==> src/rtl/paddle_pkg.sv <==
// Shared definitions for the paddle position controller.
// Holds screen/home defaults, coordinate and delta types, and the
// update FSM state encoding.
package paddle_pkg;

  localparam int SCREEN_W_DEF = 640;
  localparam int SCREEN_H_DEF = 480;
  localparam int HOME_COL_DEF = 320;
  localparam int HOME_ROW_DEF = 440;

  // Unsigned screen coordinate, and the signed delta/working type that
  // can hold any difference of two coordinates without overflow.
  typedef logic [12:0]        coord_t;
  typedef logic signed [13:0] delta_t;

  typedef enum logic [1:0] {
    IDLE  = 2'd0,
    STEP  = 2'd1,
    CLAMP = 2'd2
  } state_t;

endpackage

==> src/rtl/paddle_position_ctrl_if.sv <==
// Bus between the tracking front-end / draw stage and the paddle controller.
// Signals:
//   frame_tick, target_valid, target_row, target_col, height, width -> controller
//   crow, ccol, update_done, lost                                    <- controller
// Modports: master = the surrounding system, slave = the controller.
interface paddle_position_ctrl_if;
  import paddle_pkg::*;

  logic   frame_tick;
  logic   target_valid;
  coord_t target_row;
  coord_t target_col;
  coord_t height;
  coord_t width;
  coord_t crow;
  coord_t ccol;
  logic   update_done;
  logic   lost;

  modport master (
    output frame_tick, target_valid, target_row, target_col, height, width,
    input  crow, ccol, update_done, lost
  );

  modport slave (
    input  frame_tick, target_valid, target_row, target_col, height, width,
    output crow, ccol, update_done, lost
  );
endinterface

==> src/rtl/paddle_axis_step.sv <==
// One axis of the paddle centre: rate-limited step toward the target,
// then clamp so the paddle of the given size stays fully on screen.
// Ports:
//   clk, rst   clock and asynchronous active-high reset
//   step_en    compute the rate-limited next value (held internally)
//   clamp_en   clamp the next value and load it into centre
//   target     requested centre on this axis
//   size       paddle extent on this axis (width or height)
//   centre     registered centre, stable between clamp cycles
module paddle_axis_step
  import paddle_pkg::*;
#(
  parameter int SCREEN   = 640,
  parameter int MAX_STEP = 8,
  parameter int HOME     = 320
) (
  input  logic   clk,
  input  logic   rst,
  input  logic   step_en,
  input  logic   clamp_en,
  input  coord_t target,
  input  coord_t size,
  output coord_t centre
);

  localparam delta_t MAX_D    = delta_t'(MAX_STEP);
  localparam delta_t SCREEN_D = delta_t'(SCREEN);
  localparam delta_t MID_D    = delta_t'(SCREEN / 2);
  localparam coord_t HOME_C   = coord_t'(HOME);

  coord_t centre_reg;
  delta_t next_reg;
  delta_t d;
  delta_t step_val;
  delta_t lo;
  delta_t hi;
  coord_t upper_half;
  delta_t clamped;

  always_comb begin
    d = delta_t'({1'b0, target}) - delta_t'({1'b0, centre_reg});
    if (d <= MAX_D && d >= -MAX_D)
      step_val = delta_t'({1'b0, target});
    else if (d > 0)
      step_val = delta_t'({1'b0, centre_reg}) + MAX_D;
    else
      step_val = delta_t'({1'b0, centre_reg}) - MAX_D;
  end

  // A zero size would make (size-1) wrap; treat its half as 0 so the
  // clamp range opens up to the full screen.
  always_comb begin
    upper_half = (size == '0) ? '0 : ((size - 13'd1) >> 1);
    lo         = delta_t'({1'b0, size >> 1});
    hi         = SCREEN_D - 14'sd1 - delta_t'({1'b0, upper_half});
    if (delta_t'({1'b0, size}) >= SCREEN_D)
      clamped = MID_D;
    else if (next_reg < lo)
      clamped = lo;
    else if (next_reg > hi)
      clamped = hi;
    else
      clamped = next_reg;
  end

  always_ff @(posedge clk or posedge rst) begin
    if (rst) begin
      next_reg   <= delta_t'({1'b0, HOME_C});
      centre_reg <= HOME_C;
    end else begin
      if (step_en)
        next_reg <= step_val;
      if (clamp_en)
        centre_reg <= clamped[12:0];
    end
  end

  assign centre = centre_reg;

endmodule

==> src/rtl/paddle_position_ctrl.sv <==
// Paddle position controller: latches tracking targets, moves the paddle
// centre toward the latest target once per frame (rate-limited per axis),
// clamps it on screen and falls back to the home position when the target
// has been missing for LOST_FRAMES frames.
// Ports:
//   clk, rst   clock and asynchronous active-high reset
//   bus        slave side of paddle_position_ctrl_if (frame_tick, target
//              strobe/coords, paddle size in; crow/ccol, update_done, lost out)
module paddle_position_ctrl
  import paddle_pkg::*;
#(
  parameter int SCREEN_W    = SCREEN_W_DEF,
  parameter int SCREEN_H    = SCREEN_H_DEF,
  parameter int MAX_STEP    = 8,
  parameter int LOST_FRAMES = 30,
  parameter int HOME_COL    = HOME_COL_DEF,
  parameter int HOME_ROW    = HOME_ROW_DEF
) (
  input  logic                  clk,
  input  logic                  rst,
  paddle_position_ctrl_if.slave bus
);

  localparam int               CW       = $clog2(LOST_FRAMES + 1);
  localparam logic [CW-1:0]    LOST_MAX = CW'(LOST_FRAMES);
  localparam coord_t           HOME_R   = coord_t'(HOME_ROW);
  localparam coord_t           HOME_C   = coord_t'(HOME_COL);

  state_t        state_reg;
  state_t        state_next;
  logic          step_en;
  logic          clamp_en;
  logic          tick_accept;
  logic          seen_now;

  coord_t        target_row_reg;
  coord_t        target_col_reg;
  logic          seen_reg;
  logic [CW-1:0] lost_cnt_reg;
  logic          lost_reg;
  logic          update_done_reg;

  // State register
  always_ff @(posedge clk or posedge rst) begin
    if (rst) state_reg <= IDLE;
    else     state_reg <= state_next;
  end

  // Next-state logic; ticks outside IDLE are simply dropped.
  always_comb begin
    state_next = state_reg;
    case (state_reg)
      IDLE:    if (bus.frame_tick) state_next = STEP;
      STEP:    state_next = CLAMP;
      CLAMP:   state_next = IDLE;
      default: state_next = IDLE;
    endcase
  end

  // Output decode
  always_comb begin
    step_en  = (state_reg == STEP);
    clamp_en = (state_reg == CLAMP);
  end

  assign tick_accept = bus.frame_tick && (state_reg == IDLE);
  // A strobe coinciding with the tick counts for the frame it starts.
  assign seen_now    = seen_reg | bus.target_valid;

  always_ff @(posedge clk or posedge rst) begin
    if (rst) begin
      target_row_reg  <= HOME_R;
      target_col_reg  <= HOME_C;
      seen_reg        <= 1'b0;
      lost_cnt_reg    <= '0;
      lost_reg        <= 1'b0;
      update_done_reg <= 1'b0;
    end else begin
      if (bus.target_valid) begin
        target_row_reg <= bus.target_row;
        target_col_reg <= bus.target_col;
        seen_reg       <= 1'b1;
      end
      if (tick_accept) begin
        if (seen_now) begin
          lost_cnt_reg <= '0;
          lost_reg     <= 1'b0;
          seen_reg     <= 1'b0;
        end else begin
          if (lost_cnt_reg != LOST_MAX)
            lost_cnt_reg <= lost_cnt_reg + 1'b1;
          // Counter hits (or already sits at) saturation: send paddle home.
          if (lost_cnt_reg >= LOST_MAX - 1'b1) begin
            lost_reg       <= 1'b1;
            target_row_reg <= HOME_R;
            target_col_reg <= HOME_C;
          end
        end
      end
      update_done_reg <= clamp_en;
    end
  end

  paddle_axis_step #(
    .SCREEN  (SCREEN_H),
    .MAX_STEP(MAX_STEP),
    .HOME    (HOME_ROW)
  ) u_row (
    .clk     (clk),
    .rst     (rst),
    .step_en (step_en),
    .clamp_en(clamp_en),
    .target  (target_row_reg),
    .size    (bus.height),
    .centre  (bus.crow)
  );

  paddle_axis_step #(
    .SCREEN  (SCREEN_W),
    .MAX_STEP(MAX_STEP),
    .HOME    (HOME_COL)
  ) u_col (
    .clk     (clk),
    .rst     (rst),
    .step_en (step_en),
    .clamp_en(clamp_en),
    .target  (target_col_reg),
    .size    (bus.width),
    .centre  (bus.ccol)
  );

  assign bus.update_done = update_done_reg;
  assign bus.lost        = lost_reg;

endmodule

==> src/flat_wrapper.sv <==
// flat-port wrapper written by rule: the top's interface ports become plain ports
module paddle_position_ctrl_flat import paddle_pkg::*;
#(
  parameter int SCREEN_W    = SCREEN_W_DEF,
  parameter int SCREEN_H    = SCREEN_H_DEF,
  parameter int MAX_STEP    = 8,
  parameter int LOST_FRAMES = 30,
  parameter int HOME_COL    = HOME_COL_DEF,
  parameter int HOME_ROW    = HOME_ROW_DEF
)
  (clk, rst, bus_frame_tick, bus_target_valid, bus_target_row, bus_target_col, bus_height, bus_width, bus_crow, bus_ccol, bus_update_done, bus_lost);
  paddle_position_ctrl_if bus_i ();
  input  logic clk;
  input  logic rst;
  input wire logic [$bits(bus_i.frame_tick)-1:0] bus_frame_tick;
  input wire logic [$bits(bus_i.target_valid)-1:0] bus_target_valid;
  input wire logic [$bits(bus_i.target_row)-1:0] bus_target_row;
  input wire logic [$bits(bus_i.target_col)-1:0] bus_target_col;
  input wire logic [$bits(bus_i.height)-1:0] bus_height;
  input wire logic [$bits(bus_i.width)-1:0] bus_width;
  output wire logic [$bits(bus_i.crow)-1:0] bus_crow;
  output wire logic [$bits(bus_i.ccol)-1:0] bus_ccol;
  output wire logic [$bits(bus_i.update_done)-1:0] bus_update_done;
  output wire logic [$bits(bus_i.lost)-1:0] bus_lost;
  assign bus_i.frame_tick = bus_frame_tick;
  assign bus_i.target_valid = bus_target_valid;
  assign bus_i.target_row = bus_target_row;
  assign bus_i.target_col = bus_target_col;
  assign bus_i.height = bus_height;
  assign bus_i.width = bus_width;
  assign bus_crow = bus_i.crow;
  assign bus_ccol = bus_i.ccol;
  assign bus_update_done = bus_i.update_done;
  assign bus_lost = bus_i.lost;
  paddle_position_ctrl #(.SCREEN_W(SCREEN_W), .SCREEN_H(SCREEN_H), .MAX_STEP(MAX_STEP), .LOST_FRAMES(LOST_FRAMES), .HOME_COL(HOME_COL), .HOME_ROW(HOME_ROW)) u_core (.clk(clk), .rst(rst), .bus(bus_i));
endmodule
==> config.mk <==
export PLATFORM = sky130hd
export DESIGN_NAME = paddle_position_ctrl_flat
export DESIGN_NICKNAME = d
export VERILOG_FILES = /design/src/rtl/paddle_pkg.sv /design/src/rtl/paddle_position_ctrl_if.sv /design/src/rtl/paddle_axis_step.sv /design/src/rtl/paddle_position_ctrl.sv /design/src/flat_wrapper.sv
export SDC_FILE = /design/constraint.sdc
export NUM_CORES = 1
export LEC_CHECK = 0
export ABC_AREA = 1
export CAP_MARGIN = 5
export CORE_ASPECT_RATIO = 2
export CORE_MARGIN = 2
export CORE_UTILIZATION = 40
export DETAILED_ROUTE_END_ITERATION = 6
export PLACE_DENSITY = 0.64
export REMOVE_ABC_BUFFERS = 1
export SYNTH_ARGS = -nofsm -noshare
export SYNTH_HDL_FRONTEND = slang
export SYNTH_SLANG_ARGS = --single-unit
export TNS_END_PERCENT = 1
==> constraint.sdc <==
create_clock -name clk -period 11.7 [get_ports clk]
set_clock_uncertainty 0.15 [all_clocks]
set_input_delay 3.51 -clock clk [delete_from_list [all_inputs] [get_ports clk]]
set_output_delay 3.51 -clock clk [all_outputs]
set_load 0.05 [all_outputs]
==> flow_summary.json, run 1 <==
{
  "syn_area_mm2": 0.009422,
  "grt_max_degree": 50,
  "ctsHoldBuffers": 0,
  "setup_viol": 0,
  "syn_to_final_growth_pct": 14.64,
  "worstPathArrival_ns": 7.73,
  "preCtsSetupSlack_ns": 3.710,
  "outcome": "finished clean",
  "crit_required_ns": 11.80,
  "p_int_mw": 0.9399,
  "holdPathStages": 2,
  "routed_wl_um": 32240,
  "first_iter_violations": 430,
  "crit_start": "bus_height[1]",
  "finalPower_mw": 1.891,
  "hp-start": "u_core.u_row.next_reg[0]",
  "syn-instance-count": 1486,
  "die_y_um": 221.0,
  "fin_tns_setup_ns": 0,
  "crit_path_max_incr_delay_ns": 0.43,
  "worst_slack_ns": 4.071,
  "drive_above_1_share_pct": 4.862,
  "cp_max_fo": 14,
  "wl_per_cell_um": 17.45,
  "yosysMostFrequentCell": "nand2_1",
  "async_reset_ff_share_pct": 100.0,
  "critPathTopFamily": "simple AND/OR/NAND/NOR gates",
  "crit_top_cell": "nand2_1",
  "grt_pass1_wl_um": 50720,
  "drc": 0,
  "ios": 84,
  "clk_pin_slew_ns": 0.07,
  "cts_tree": "yes",
  "cp-start-kind": "input port",
  "numCtsBuffers": 9,
  "yosys-top-cells-count": "nand2_1 (463), inv_1 (225), nand3_1 (142), nor2_1 (126), ha_1 (101)",
  "regArea_mm2": 0.002278,
  "finalCriticalPeriod_ns": 7.629,
  "worstHoldPathType": "reg -> reg",
  "gr-total-overflow": 0,
  "avgSynthCellArea_um2": 6.340,
  "reg2reg_depth": 24,
  "synth_area_leaders": "nand2_1 (18%), dfrtp_1 (18%), ha_1 (13%)",
  "grt_usage_pct": 26.14,
  "final_antenna_net_count": 0,
  "dr.pass1.iters": 5,
  "port_buffers": 83,
  "tightest_slew_ns": 1.015,
  "synth_edf_count": 0,
  "cts-root-buf": "clkbuf_16",
  "clockPowerShare_pct": 15.8,
  "worst_setup_path_end_kind": "flip-flop",
  "p_seq_share_pct": 26.7,
  "crit_cells": 29,
  "antenna_found_initial": 2,
  "multi_input_comb_area_mm2": 0.006133,
  "hold_viol": 0,
  "critical_path_buf_inv_count": 6,
  "p_sw_mw": 0.9511,
  "rows": 79,
  "num_vias": 9854,
  "synth.ff_latch_count": 90,
  "yosysUniqueCellTypes": 47,
  "cts_setup_buffers": 0,
  "ys_warn_count": 0,
  "power.leakage_nw": 5.741,
  "core_area_mm2": 0.02323,
  "clock_path_buffers": 2,
  "die-area_mm2": 0.02487,
  "crit_slowest_cell": "clkdlybuf4s50_1",
  "worstSetupPathType": "in -> reg",
  "drv_cap": 0,
  "peakVddDrop_v": 0.00009822,
  "fin_cells": 1848,
  "finish.net_count": 1720,
  "fmax_mhz": 131.1,
  "die_w_um": 112.5,
  "cts_resized": 0,
  "swShare_pct": 50.29,
  "initial_core_util_pct": 40.56,
  "ys.flop_type": "dfrtp_1",
  "relSlewSlack_pct": 32.36,
  "combPwrFrac_pct": 57.4,
  "gp_congestion": 0.9393,
  "place.detailed.hpwl_um": 26440,
  "slew_violations": 0,
  "grt_pass1_vias": 10075,
  "place_inst": 1831,
  "yosysTopAreaCellShare_pct": 18.45,
  "cts_sinks": 90,
  "yosysSeqAreaShare_pct": 24.18,
  "powerDensity_mw_per_mm2": 175.1,
  "fillers": 2462,
  "vias_per_cell": 5.332,
  "cts_max_level": 3,
  "rsz0062_at_grt": "no",
  "r2r_start": "u_core.u_row.centre[3]",
  "clkLatencyLatePin_ns": 0.35,
  "timing.final.crit_share_pct": 65.20,
  "yosysTopAreaCell": "nand2_1"
}
[power groups by stage]
stage / sequential [mW] / combinational (mW) / clock (mW)
detailed placement: 0.508 / 1.08 / 0
global route: 0.508 / 1.25 / 0.316
finish: 0.506 / 1.09 / 0.299
floorplan: 0.491 / 0.771 / 0
global placement: 0.507 / 1.06 / 0
CTS: 0.503 / 1.08 / 0.306
[metrics by stage]
stage	util (%)	hold WS (ns)	instance area, um2
2_1_floorplan	-	0.2991	9289
3_3_place_gp	45.22	0.3187	10500
3_5_place_dp	45.22	0.3329	10500
4_1_cts	46.47	0.3518	10800
5_1_grt	46.50	0.3749	10800
6_report	46.50	0.3463	10800
[placed cells by master (no fill, tap or decap), types with 3 or more instances in the layout]
master / count
o21a_1: 3
nor2_1: 125
clkbuf_16: 9
dfstp_2: 21
o21ai_0: 61
clkdlybuf4s50_1: 82
xor2_1: 23
nand2_2: 5
nand4_1: 25
o21ai_1: 4
dfrtp_1: 69
nand2_1: 463
nand2_4: 4
nand3_2: 5
buf_4: 4
or2_2: 3
inv_2: 5
fa_1: 4
nand3_1: 142
nor3_1: 14
a21oi_2: 3
inv_1: 224
ha_1: 101
nand3b_1: 3
xnor2_1: 10
a31oi_1: 4
o211ai_1: 13
nor2_2: 6
clkinv_1: 3
nor4_1: 3
a21oi_1: 95
[final cells by class]
cell class | count | share of cell area (%)
well taps | 283 | 3.278
clock buffers | 10 | 2.120
repair buffers | 87 | 7.924
inverters | 234 | 8.167
multi-input cells | 1137 | 56.79
flip-flops and latches | 90 | 21.10
diodes | 2 | 0.04634
clock inverters | 5 | 0.5792
[path summary, 6_finish.rpt]
check	endpoint	slack (ns)
max	u_core.u_row.centre[10]	4.07
min	u_core.u_row.next_reg[0]	0.35
max reg2reg	u_core.u_row.next_reg[11]	7.04
min reg2reg	u_core.u_row.next_reg[0]	0.35
max in group asynchronous	u_core.target_col_reg[5]	6.91
min in group asynchronous	u_core.bus.lost	3.40
[cells by family after synthesis]
logic type / count (synthesis) / share of synthesized area, %
compound gates: 193 / 11.16
xor+xnor: 33 / 3.068
fa+ha+maj: 105 / 14.26
buf+inv: 259 / 10.74
flops: 90 / 24.18
simple gates: 806 / 36.59
[worst register-to-register path, stage by stage, from the launching register on]
cell     delay (ns)
dfstp_2        0.63
inv_1          0.11
ha_1           0.40
nand2_1        0.08
nand2_1        0.08
inv_1          0.05
nand2_1        0.13
nand3_1        0.18
nand3_1        0.14
nand2_1        0.06
nand2_1        0.10
nand3_1        0.08
nor2_1         0.16
nand2_1        0.12
nand2_1        0.35
ha_1           0.40
a21oi_1        0.26
o21ai_0        0.18
a21oi_1        0.22
nor2_1         0.06
o21ai_0        0.24
nand3_1        0.11
nand2_1        0.09
nand3_1        0.07
a21oi_1        0.16
[routing by layer]
metal	global-route usage (%)	part of all wire, %	vias to the layer above	wire length (um)
met5	0	0	-	0
met4	19.43	8.3	0	2672
met3	2.136	2.1	125	672
met2	52.53	57	234	18390
met1	23.02	33	4556	10510
li1	-	-	4939	-
Note: power is estimated with default switching activity, not from simulation.
==> inputs of run 2 (changes only) <==
Clock period 11.7 ns to 7.73 ns, I/O delays scaled along.
==> flow_summary.json, run 2 (synthesis gave the netlist of run 1 again) <==
{
  "regArea_mm2": 0.002278,
  "initial_core_util_pct": 40.56,
  "grt_use_met2_pct": 52.72,
  "critical_path_buf_inv_count": 5,
  "grt_pass1_wl_um": 51120,
  "cts_max_level": 3,
  "clock_path_buffers": 2,
  "finalPower_mw": 2.875,
  "grt_usage_pct": 26.37,
  "crit_slowest_cell": "clkdlybuf4s50_1",
  "placed_area_mm2": 0.01051,
  "cp_max_fo": 14,
  "slew_violations": 0,
  "preCtsSetupSlack_ns": 0.9638,
  "crit_top_cell": "nand2_1",
  "worstHoldPathType": "reg -> reg",
  "cp-start-kind": "input port",
  "clk_pin_slew_ns": 0.07,
  "grt_max_degree": 50,
  "powerDensity_mw_per_mm2": 265.8,
  "routed_wl_um": 32110,
  "numCtsBuffers": 9,
  "critPathTopFamily": "simple AND/OR/NAND/NOR gates",
  "vias_per_cell": 5.334,
  "cts_resized": 0,
  "grtUsageMet1_pct": 23.10,
  "die_w_um": 112.5,
  "drc": 0,
  "finish.net_count": 1721,
  "gr-total-overflow": 0,
  "final_common_cell": "nand2_1",
  "crit_path_max_incr_delay_ns": 0.43,
  "layout_common_cells": "nand2_1 (463), inv_1 (224), nand3_1 (142)",
  "tightest_slew_ns": 0.9516,
  "cts_setup_buffers": 0,
  "worst_setup_path_end_kind": "flip-flop",
  "peakVddDrop_v": 0.0002014,
  "setup_viol": 0,
  "hold_viol": 0,
  "outcome": "finished clean",
  "ctsHoldBuffers": 0,
  "gp_congestion": 0.9474,
  "num_vias": 9858,
  "fin_area_mm2": 0.01082,
  "first_iter_violations": 474,
  "rows": 79,
  "core_area_mm2": 0.02323,
  "fin_tns_setup_ns": 0,
  "syn_to_final_growth_pct": 14.81,
  "rsz0062_at_grt": "no",
  "diodes": 0,
  "power.leakage_nw": 5.752,
  "met3_usage_pct": 3.068,
  "cts_sinks": 90,
  "clkLatencyLatePin_ns": 0.36,
  "relSlewSlack_pct": 36.16,
  "port_buffers": 83,
  "final_antenna_net_count": 0,
  "dr.pass1.iters": 5,
  "cts-root-buf": "clkbuf_16",
  "busiest_layer": "met2",
  "worstSetupPathType": "in -> reg",
  "finalCriticalPeriod_ns": 6.427,
  "drv_cap": 0,
  "timing.final.crit_share_pct": 83.14,
  "wl_per_cell_um": 17.38,
  "fillers": 2453,
  "place.detailed.hpwl_um": 26350,
  "die_y_um": 221.0,
  "worst_slack_ns": 1.303,
  "antenna_found_initial": 0,
  "cts_tree": "yes",
  "grt_pass1_vias": 10036,
  "crit_required_ns": 7.84,
  "ios": 84,
  "drive_above_1_share_pct": 4.984,
  "fmax_mhz": 155.6,
  "die-area_mm2": 0.02487,
  "worstPathArrival_ns": 6.53,
  "multi_input_comb_area_mm2": 0.006133
}
run 2: cell type report:
class	count	area share [%]
repair buffers	88	7.982
multi-input cells	1137	56.70
well taps	283	3.274
clock inverters	5	0.5784
clock buffers	11	2.244
inverters	234	8.155
flip-flops and latches	90	21.06
run 2: path summary, 6_finish.rpt:
| kind | from | slack [ns] | endpoint | cells past startpoint |
|---|---|---|---|---|
| worst max register to register | u_core.u_row.centre[3] | 3.07 | u_core.u_row.next_reg[11] | 24 |
| worst min register to register | u_core.u_row.next_reg[0] | 0.34 | u_core.u_row.next_reg[0] | 2 |
| worst min-delay path | u_core.u_row.next_reg[0] | 0.34 | u_core.u_row.next_reg[0] | 2 |
| min in group asynchronous | rst | 2.24 | u_core.lost_cnt_reg[3] | 2 |
| worst max-delay path | bus_height[1] | 1.30 | u_core.u_row.centre[10] | 28 |
| max in group asynchronous | rst | 4.16 | u_core.target_col_reg[8] | 3 |
run 2: per-stage QoR:
| stage | std cells | hold WS [ns] | utilization (%) |
|---|---|---|---|
| after floorplan | 1461 | 0.2991 | - |
| after global placement | 1832 | 0.3211 | 45.25 |
| after detailed placement | 1832 | 0.3158 | 45.25 |
| after CTS | 1848 | 0.3423 | 46.57 |
| after global routing | 1848 | 0.3718 | 46.57 |
| final | 1848 | 0.3412 | 46.57 |
run 2: power by group:
group          switching [mW]  leakage [nW]  internal, mW
combinational            1.06          4.50         0.584
clock                   0.204         0.142         0.261
sequential              0.173          1.11         0.592
total                    1.44          5.75          1.44
run 2: metal layers:
layer / wire (um) / part of all wire [%] / vias up
met5: 0 / 0 / -
met1: 10510 / 33 / 4552
met4: 2754 / 8.6 / 0
met2: 17970 / 56 / 242
met3: 880 / 2.7 / 123
li1: - / - / 4941
run 2: worst register-to-register path, cell delays in order (launching register included):
cell	delay (ns)
dfstp_2	0.64
inv_1	0.12
ha_1	0.38
nand2_1	0.07
nand2_1	0.08
inv_1	0.05
nand2_1	0.13
nand3_1	0.17
nand3_1	0.13
nand2_1	0.06
nand2_1	0.10
nand3_1	0.08
nor2_1	0.17
nand2_1	0.13
nand2_1	0.36
ha_1	0.40
a21oi_1	0.24
o21ai_0	0.17
a21oi_1	0.22
nor2_1	0.06
o21ai_0	0.24
nand3_1	0.11
nand2_1	0.09
nand3_1	0.07
a21oi_1	0.15
